===== src/rtl/ifu_pkg.sv =====
// Shared types and constants for the instruction-fetch front end.
package ifu_pkg;

    // Fetch sequencer states: idle, waiting on memory, holding a buffered
    // instruction, and draining a response made stale by a redirect.
    typedef enum logic [1:0] {
        IDLE = 2'd0,
        WAIT = 2'd1,
        FULL = 2'd2,
        DROP = 2'd3
    } ifu_state_e;

    // Next-PC source selection.
    typedef enum logic [1:0] {
        PC_HOLD     = 2'd0,
        PC_INC      = 2'd1,
        PC_REDIRECT = 2'd2
    } pc_sel_e;

    localparam logic [31:0] NOP_INST         = 32'h0000_0013;
    localparam int          PC_STEP          = 4;
    localparam logic [63:0] DEFAULT_RESET_PC = 64'h8000_0000;

endpackage


===== src/rtl/ifu_pc_fetch_pc_next_sel.sv =====
// Combinational next-PC select: keep, step by one instruction, or take a
// word-aligned redirect target.
module pc_next_sel
    import ifu_pkg::*;
#(
    parameter int ADDR_W = 64
) (
    input  pc_sel_e             sel_i,
    input  logic [ADDR_W-1:0]   pc_i,
    input  logic [ADDR_W-1:0]   target_i,
    output logic [ADDR_W-1:0]   pc_next_o
);

    // Redirect targets have their two low bits cleared; increment wraps.
    always_comb begin
        pc_next_o = pc_i;
        unique case (sel_i)
            PC_INC:      pc_next_o = pc_i + ADDR_W'(PC_STEP);
            PC_REDIRECT: pc_next_o = target_i & ~ADDR_W'(3);
            default:     pc_next_o = pc_i;
        endcase
    end

endmodule


===== src/rtl/ifu_pc_fetch.sv =====
// Instruction-fetch front end: owns the PC, keeps at most one fetch in
// flight, registers fetched instructions toward decode, applies redirects
// and drops stale responses.
// Optional macro IFU_PERF_CNT_EN adds fetch/flush performance counters.
module ifu_pc_fetch
    import ifu_pkg::*;
#(
    parameter int                ADDR_W   = 64,
    parameter int                INST_W   = 32,
    parameter logic [ADDR_W-1:0] RESET_PC = ADDR_W'(DEFAULT_RESET_PC)
) (
    input  logic                clk,
    input  logic                rst,
    input  logic                jump_flag_i,
    input  logic [ADDR_W-1:0]   jump_addr_i,
    input  logic                hold_flag_i,
    output logic                imem_req_valid_o,
    input  logic                imem_req_ready_i,
    output logic [ADDR_W-1:0]   imem_req_addr_o,
    input  logic                imem_rsp_valid_i,
    input  logic [INST_W-1:0]   imem_rsp_data_i,
    output logic                inst_valid_o,
    output logic [INST_W-1:0]   inst_o,
    output logic [ADDR_W-1:0]   inst_pc_o
`ifdef IFU_PERF_CNT_EN
    ,
    output logic [63:0]         perf_fetch_cnt_o,
    output logic [63:0]         perf_flush_cnt_o
`endif
);

    localparam logic [INST_W-1:0] NOP = INST_W'(NOP_INST);

    ifu_state_e          state_q, state_d;
    logic [ADDR_W-1:0]   pc_q, pc_d;
    logic [INST_W-1:0]   buf_q, buf_d;
    logic                inst_valid_q, inst_valid_d;
    logic [INST_W-1:0]   inst_q, inst_d;
    logic [ADDR_W-1:0]   inst_pc_q, inst_pc_d;
    pc_sel_e             pc_sel;
    logic                load_event;
    logic [INST_W-1:0]   load_data;
    logic                req_valid;

    // Request is offered only from IDLE, never while held or redirecting;
    // it is also masked during reset because the FSM ignores acceptance then.
    assign req_valid        = (state_q == IDLE) & ~hold_flag_i & ~jump_flag_i & ~rst;
    assign imem_req_valid_o = req_valid;
    assign imem_req_addr_o  = pc_q;

    pc_next_sel #(
        .ADDR_W    (ADDR_W)
    ) u_pc_next_sel (
        .sel_i     (pc_sel),
        .pc_i      (pc_q),
        .target_i  (jump_addr_i),
        .pc_next_o (pc_d)
    );

    // Sequencer next state, PC source and decode-load selection.
    always_comb begin
        state_d    = state_q;
        pc_sel     = PC_HOLD;
        buf_d      = buf_q;
        load_event = 1'b0;
        load_data  = buf_q;
        unique case (state_q)
            IDLE: begin
                if (jump_flag_i) begin
                    pc_sel = PC_REDIRECT;
                end else if (req_valid && imem_req_ready_i) begin
                    state_d = WAIT;
                end
            end
            WAIT: begin
                if (jump_flag_i) begin
                    pc_sel  = PC_REDIRECT;
                    state_d = imem_rsp_valid_i ? IDLE : DROP;
                end else if (imem_rsp_valid_i && !hold_flag_i) begin
                    load_event = 1'b1;
                    load_data  = imem_rsp_data_i;
                    pc_sel     = PC_INC;
                    state_d    = IDLE;
                end else if (imem_rsp_valid_i) begin
                    buf_d   = imem_rsp_data_i;
                    state_d = FULL;
                end
            end
            FULL: begin
                if (jump_flag_i) begin
                    pc_sel  = PC_REDIRECT;
                    state_d = IDLE;
                end else if (!hold_flag_i) begin
                    load_event = 1'b1;
                    load_data  = buf_q;
                    pc_sel     = PC_INC;
                    state_d    = IDLE;
                end
            end
            DROP: begin
                if (jump_flag_i) begin
                    pc_sel = PC_REDIRECT;
                end
                if (imem_rsp_valid_i) begin
                    state_d = IDLE;
                end
            end
            default: state_d = IDLE;
        endcase
    end

    // Decode-side registers: redirect flushes, hold freezes, otherwise load or bubble.
    always_comb begin
        inst_valid_d = inst_valid_q;
        inst_d       = inst_q;
        inst_pc_d    = inst_pc_q;
        if (jump_flag_i) begin
            inst_valid_d = 1'b0;
            inst_d       = NOP;
        end else if (hold_flag_i) begin
            inst_valid_d = inst_valid_q;
        end else if (load_event) begin
            inst_valid_d = 1'b1;
            inst_d       = load_data;
            inst_pc_d    = pc_q;
        end else begin
            inst_valid_d = 1'b0;
        end
    end

    // State, PC, buffer and decode registers with synchronous reset.
    always_ff @(posedge clk) begin
        if (rst) begin
            state_q      <= IDLE;
            pc_q         <= RESET_PC;
            buf_q        <= NOP;
            inst_valid_q <= 1'b0;
            inst_q       <= NOP;
            inst_pc_q    <= RESET_PC;
        end else begin
            state_q      <= state_d;
            pc_q         <= pc_d;
            buf_q        <= buf_d;
            inst_valid_q <= inst_valid_d;
            inst_q       <= inst_d;
            inst_pc_q    <= inst_pc_d;
        end
    end

    assign inst_valid_o = inst_valid_q;
    assign inst_o       = inst_q;
    assign inst_pc_o    = inst_pc_q;

`ifdef IFU_PERF_CNT_EN
    logic [63:0] fetch_cnt_q;
    logic [63:0] flush_cnt_q;

    // Count delivered instructions and redirects that kill an in-flight fetch.
    always_ff @(posedge clk) begin
        if (rst) begin
            fetch_cnt_q <= 64'd0;
            flush_cnt_q <= 64'd0;
        end else begin
            if (load_event) begin
                fetch_cnt_q <= fetch_cnt_q + 64'd1;
            end
            if (jump_flag_i && (state_q != IDLE)) begin
                flush_cnt_q <= flush_cnt_q + 64'd1;
            end
        end
    end

    assign perf_fetch_cnt_o = fetch_cnt_q;
    assign perf_flush_cnt_o = flush_cnt_q;
`else
    // Without the counters the front end carries no extra state.
`endif

endmodule


===== config.mk =====
export PLATFORM = sky130hd
export DESIGN_NAME = ifu_pc_fetch
export DESIGN_NICKNAME = d
export VERILOG_FILES = /design/src/rtl/ifu_pkg.sv /design/src/rtl/ifu_pc_fetch_pc_next_sel.sv /design/src/rtl/ifu_pc_fetch.sv
export SDC_FILE = /design/constraint.sdc
export NUM_CORES = 1
export LEC_CHECK = 0
export BUFFER_PORTS_ARGS = -buffer_cell sky130_fd_sc_hd__clkbuf_2
export CAP_MARGIN = 25
export CELL_PAD_IN_SITES_DETAIL_PLACEMENT = 1
export CELL_PAD_IN_SITES_GLOBAL_PLACEMENT = 2
export CORE_MARGIN = 2
export CORE_UTILIZATION = 29
export DETAILED_ROUTE_END_ITERATION = 10
export GPL_ROUTABILITY_DRIVEN = 0
export PLACE_DENSITY = 0.89
export SLEW_MARGIN = 20
export SYNTH_ARGS = -nofsm -noshare
export SYNTH_HDL_FRONTEND = slang
export SYNTH_SLANG_ARGS = --single-unit

===== constraint.sdc =====
create_clock -name clk -period 3.3 [get_ports clk]
set_input_delay 0 -clock clk [delete_from_list [all_inputs] [get_ports clk]]
set_output_delay 0 -clock clk [all_outputs]
set_load 0.005 [all_outputs]

; ---- Word-level counts from Yosys, hierarchy flattened
; Cells that the tools add are included.
[word_totals]
register_bits = 195
in_bits = 102
out_inout_bits = 162
[classes]
addsub = 1
eq_ne = 10
n_mux = 25
bitwise = 7
reduce_logical = 11
[ops]
columns = cell, n
row1 = 64-bit one-hot mux with 2 select lines, 1
row2 = "64-bit by 3-bit adder with 64-bit output, second input constant", 1
row3 = 32-bit 2-to-1 mux, 2
row4 = 2-bit 2-to-1 mux, 12
row5 = 2-bit one-hot mux with 4 select lines, 1
row6 = 1-bit 2-to-1 mux, 7
row7 = "2-bit == test, second input constant", 3
row8 = 2-bit one-hot mux with 3 select lines, 1
row9 = 5-bit AND reduction, 1
row10 = "2-bit by 1-bit == test with 1-bit output, second input constant", 2
row11 = "2-bit inequality test, second input constant", 2
row12 = "4-bit inequality test, second input constant", 1
row13 = 1-bit NOT, 4
row14 = 4-bit AND reduction, 1
row15 = 2-bit OR reduction, 2
row16 = 1-bit AND, 3
row17 = "3-bit inequality test, second input constant", 1
row18 = 3-bit AND reduction, 1
row19 = 1-bit logical AND, 2
row20 = 2-bit logical NOT, 1
row21 = "2-bit by 1-bit inequality test with 1-bit output, second input constant", 1
row22 = 1-bit one-hot mux with 2 select lines, 1
row23 = 2-bit AND reduction, 1
row24 = 2-bit nonzero test, 1
row25 = 1-bit logical NOT, 1

; ---- Depth between registers and ports, before layout
[logic_depth]
depth_word = 8
ltp_mapped = 13
depth_no_buf = 10

; ---- Cells and area by module
; Synthesis repeated with hierarchy kept, for this count alone.
[hier_totals]
hier_cells = 1257
area_unflattened_um2 = 9729.3
[by_module_without_submodules]
columns = mod, n_inst, cells_per_inst, area_per_inst_um2
row1 = ifu_pc_fetch, 1, 736, 6717.7
row2 = pc_next_sel, 1, 521, 3011.6

; ---- Worst setup path before layout
; Ideal clock, no wire load.
[synth_timing]
path_type = register to register
startpoint = register pc_q[2] (netlist: imem_req_addr_o[2])
endpoint = register pc_q[58] (netlist: imem_req_addr_o[58])
arrival_time_ns = 2.755
required_ns = 3.226
path_slack_ns = 0.470
stages_incl_launch_ff = 9
synth_period_minus_slack_ns = 2.830
path_cell_list = dfxtp_1 > ha_1 > nand4_4 > or4_1 > buf_2 > or4_1 > clkbuf_2 > or4_1 > a31oi_1
[synth_via]
elab_chain_cells = 2
[synth_rtl]
columns = element, line
row1 = from (decl), ifu_pc_fetch.sv:35  ; logic [ADDR_W-1:0] pc_q, pc_d;
row2 = from (signal assigned), ifu_pc_fetch.sv:142  ; pc_q <= pc_d;
row3 = 64-bit by 3-bit adder with 64-bit output, ifu_pc_fetch_pc_next_sel.sv:18  ; PC_INC: pc_next_o = pc_i + ADDR_W'(PC_STEP);
row4 = 64-bit one-hot mux with 2 select lines, ifu_pc_fetch_pc_next_sel.sv:17  ; unique case (sel_i)
; Every way passes these cells.
; A chain may end at the register's enable or synchronous reset.

; ---- Final worst setup path
[layout_timing]
startpoint = register pc_q[3] (netlist: imem_req_addr_o[3])
endpoint = register pc_q[52] (netlist: imem_req_addr_o[52])
; Same word-level chain as after synthesis.

==> out/metrics.cfg <==
[run_status]
status=completed

[logic_synthesis]
synth_ff_type=dfxtp_1
ys_seq_elements=191
yosysWarnings=0
synth_top_family_by_area=simple AND/OR/NAND/NOR gates
synth.mux.area_fraction_pct=4.40
yosysTopAreaCell=dfxtp_1
ys_top_cells_by_count=260 x nand2_1, 191 x dfxtp_1, 142 x a21oi_1
syn_avg_cell_area_um2=7.82
synth_edf_count=0
synth-simple-area-share_pct=25.3
netlist_area_mm2=0.00918
ys_seq_area_share_pct=41.7
netlist.area_leader.share_pct=41.7
synth_compound_area_share_pct=22.3
synth-xor-area-share_pct=0.0955
synth_most_common_cell=nand2_1
synthArstFlopShare_pct=0
ys_top_cells_by_area=dfxtp_1 42%, nand2_1 11%, a21oi_1 7.7%
syn_inst=1173
synth-adder-area-share_pct=0.955
synth.distinct_cells=71

[floorplan]
chipHeight_um=182
die-area_mm2=0.0331
core_area_mm2=0.0314
die_w_um=182
io_pins=264
std_cell_rows=65
initial_core_util_pct=29.2

[critical_path]
worst-path-buf-inv=0
cp.required_ns=3.68
crit_path_start=imem_req_addr_o[3]
reg2reg_from=imem_req_addr_o[3]
slowest_delay_ns=0.72
r2r-end=imem_req_addr_o[52]
rr_worst_depth=6
cp-endpoint=imem_req_addr_o[52]
cp.arrival_ns=3.43
slowest_stage=or4_1
path_max_fanout=8
cp.depth=6
cp_top_family=simple AND/OR/NAND/NOR gates
cpMostUsedCell=or4_1
r2r_slack_ns=0.24
critPathLaunchType=flip-flop
path_cells=ha_1 > nand4_4 > or4_1 > or4_1 > or4_1 > a31oi_1
path_class=reg2reg
cp-end-kind=flip-flop

[route]
avgRoutedWirePerCell_um=18.5
drc=0
first_iter_violations=582
vias_per_cell=5.32
routed-via-count=10100
first_pass_iters=5
wl_um=35400
ant_nets=0

[grt]
grt_antenna_before_repair=2
grt_overflow=0
grt_pass1_vias=10300
grtUsageTotal_pct=21.1
grt_max_degree=58
grt_pass1_wl_um=55800

[clocking]
cts_sinks=191
cts_tree=done
h-tree-depth=4
cts_made_buffers=17
cts_setup_buffers=0
cts_buffer_depth=2
cts_root_buf=clkbuf_16
clk-insertion-delay-late_ns=0.46
clkTransAtPathRegs_ns=0.08

[place]
dpl.hpwl_um=24000
io_buffers=257
placed_cell_area_mm2=0.0109

[timing]
rsz0062_at_grt=no
fin_skew_ns=0.0171
setup_viol=0
min_period_over_period_pct=92.7
drv_slew=0
worst_pin_slew_ns=0.870
hold_viol=0
period_minus_slack_ns=3.06
max_freq_mhz=327
fin_tns_setup_ns=0
slew_headroom_pct=41.5

[cells_and_area]
fillCellCount=3825
drive_gt1_share_pct=23.4
fin_util_pct=39.7
design_area_mm2=0.0125
nets=1600
areaGrowthSynthToFinish_pct=35.8

[pwr]
power.density_mw_per_mm2=462
peakVddDrop_mv=0.350
leakage_nw=4.88

[hold_path]
hold_class=in2reg

[job]
cap_violations=0

[kinds of logic (layout without fill, tap and decap cells)]
logic type / Yosys count / count (layout)
compound gates: 322 / 322
xor+xnor: 1 / 1
fa+ha+maj: 7 / 7
buf+inv: 109 / 437
flops: 191 / 191
mux: 40 / 40
other cells: 1 / 6
simple gates: 502 / 502
[layer usage]
metal  up-vias  track usage [%]  share of wire (%)
met5         -                0                  0
met4         0             6.35                1.8
met3        43             4.93                4.9
met2       268             36.5                 49
met1      4970             26.1                 44
li1       4868                -                  -
[metrics by stage]
| stage | hold slack [ns] | setup slack [ns] | cells | power, mW |
|---|---|---|---|---|
| 2_1_floorplan | 0.0413 | 0.470 | 1176 | 3.10 |
| 3_3_place_gp | 0.226 | 0.246 | 1777 | 3.46 |
| 3_5_place_dp | 0.240 | 0.119 | 1777 | 3.49 |
| 4_1_cts | 0.00164 | 0.0968 | 1906 | 5.81 |
| 5_1_grt | 0.0375 | 0.0402 | 1907 | 6.02 |
| 6_report | 0.0300 | 0.242 | 1908 | 5.75 |
[worst register-to-register path, cell delays in order (launching register included)]
cell and delay [ns]:
dfxtp_1 0.44, ha_1 0.29, nand4_4 0.15, or4_1 0.61, or4_1 0.72, or4_1 0.57
a31oi_1 0.18
[area by class of cell]
class	instances	area, µm²	area share, %
Multi-Input combinational cell	876	4910	39.5
Clock buffer	19	453	3.64
Sequential cell	191	3820	30.7
Timing Repair Buffer	391	2550	20.5
Clock inverter	13	151	1.22
Tap cell	402	503	4.04
Antenna cell	2	5.00	0.0402
Inverter	14	56.3	0.452
[worst min-delay path by stage]
stage	from	endpoint	slack (ns)	cells after the start
detailed placement	jump_addr_i[50]	imem_req_addr_o[50]	0.24	3
finish	jump_addr_i[48]	imem_req_addr_o[48]	0.03	4
CTS	jump_addr_i[48]	imem_req_addr_o[48]	0.002	4
global route	jump_addr_i[48]	imem_req_addr_o[48]	0.04	4
global placement	jump_addr_i[54]	imem_req_addr_o[54]	0.23	3
floorplan	hold_flag_i	imem_req_valid_o	0.04	1
[flip-flops by register name (all words and copies together), names as in the netlist]
register and flops:
imem_req_addr_o 62, inst_pc_o 62, buf_q 32, inst_o 32
state_q 2, inst_valid_o 1
[where the power goes]
group          total (mW)  switching, mW  internal, mW
clock                2.20           1.03          1.18
combinational       0.959          0.539         0.420
sequential           2.59          0.185          2.40
[layout by cell type (no fill, tap or decap), drive strengths merged, types with 19 or more instances in the layout]
master / Yosys / final
o21ai: 26 / 26
clkbuf: 78 / 275
a22oi: 23 / 23
a31oi: 19 / 19
nand4: 31 / 31
buf: 16 / 38
dlygate4sd3: 1 / 97
nand3: 30 / 30
nor2: 75 / 75
mux2i: 37 / 37
a211oi: 31 / 31
dfxtp: 191 / 191
nand2: 260 / 260
a21oi: 142 / 142
[what timing repair did]
action	4_1_cts	5_1_grt
hold endpoints to repair	127	0
gates resized for setup	0	2
hold buffers	97	0
endpoints found under the setup margin	0	2
Power figures use the tool's default switching activity.
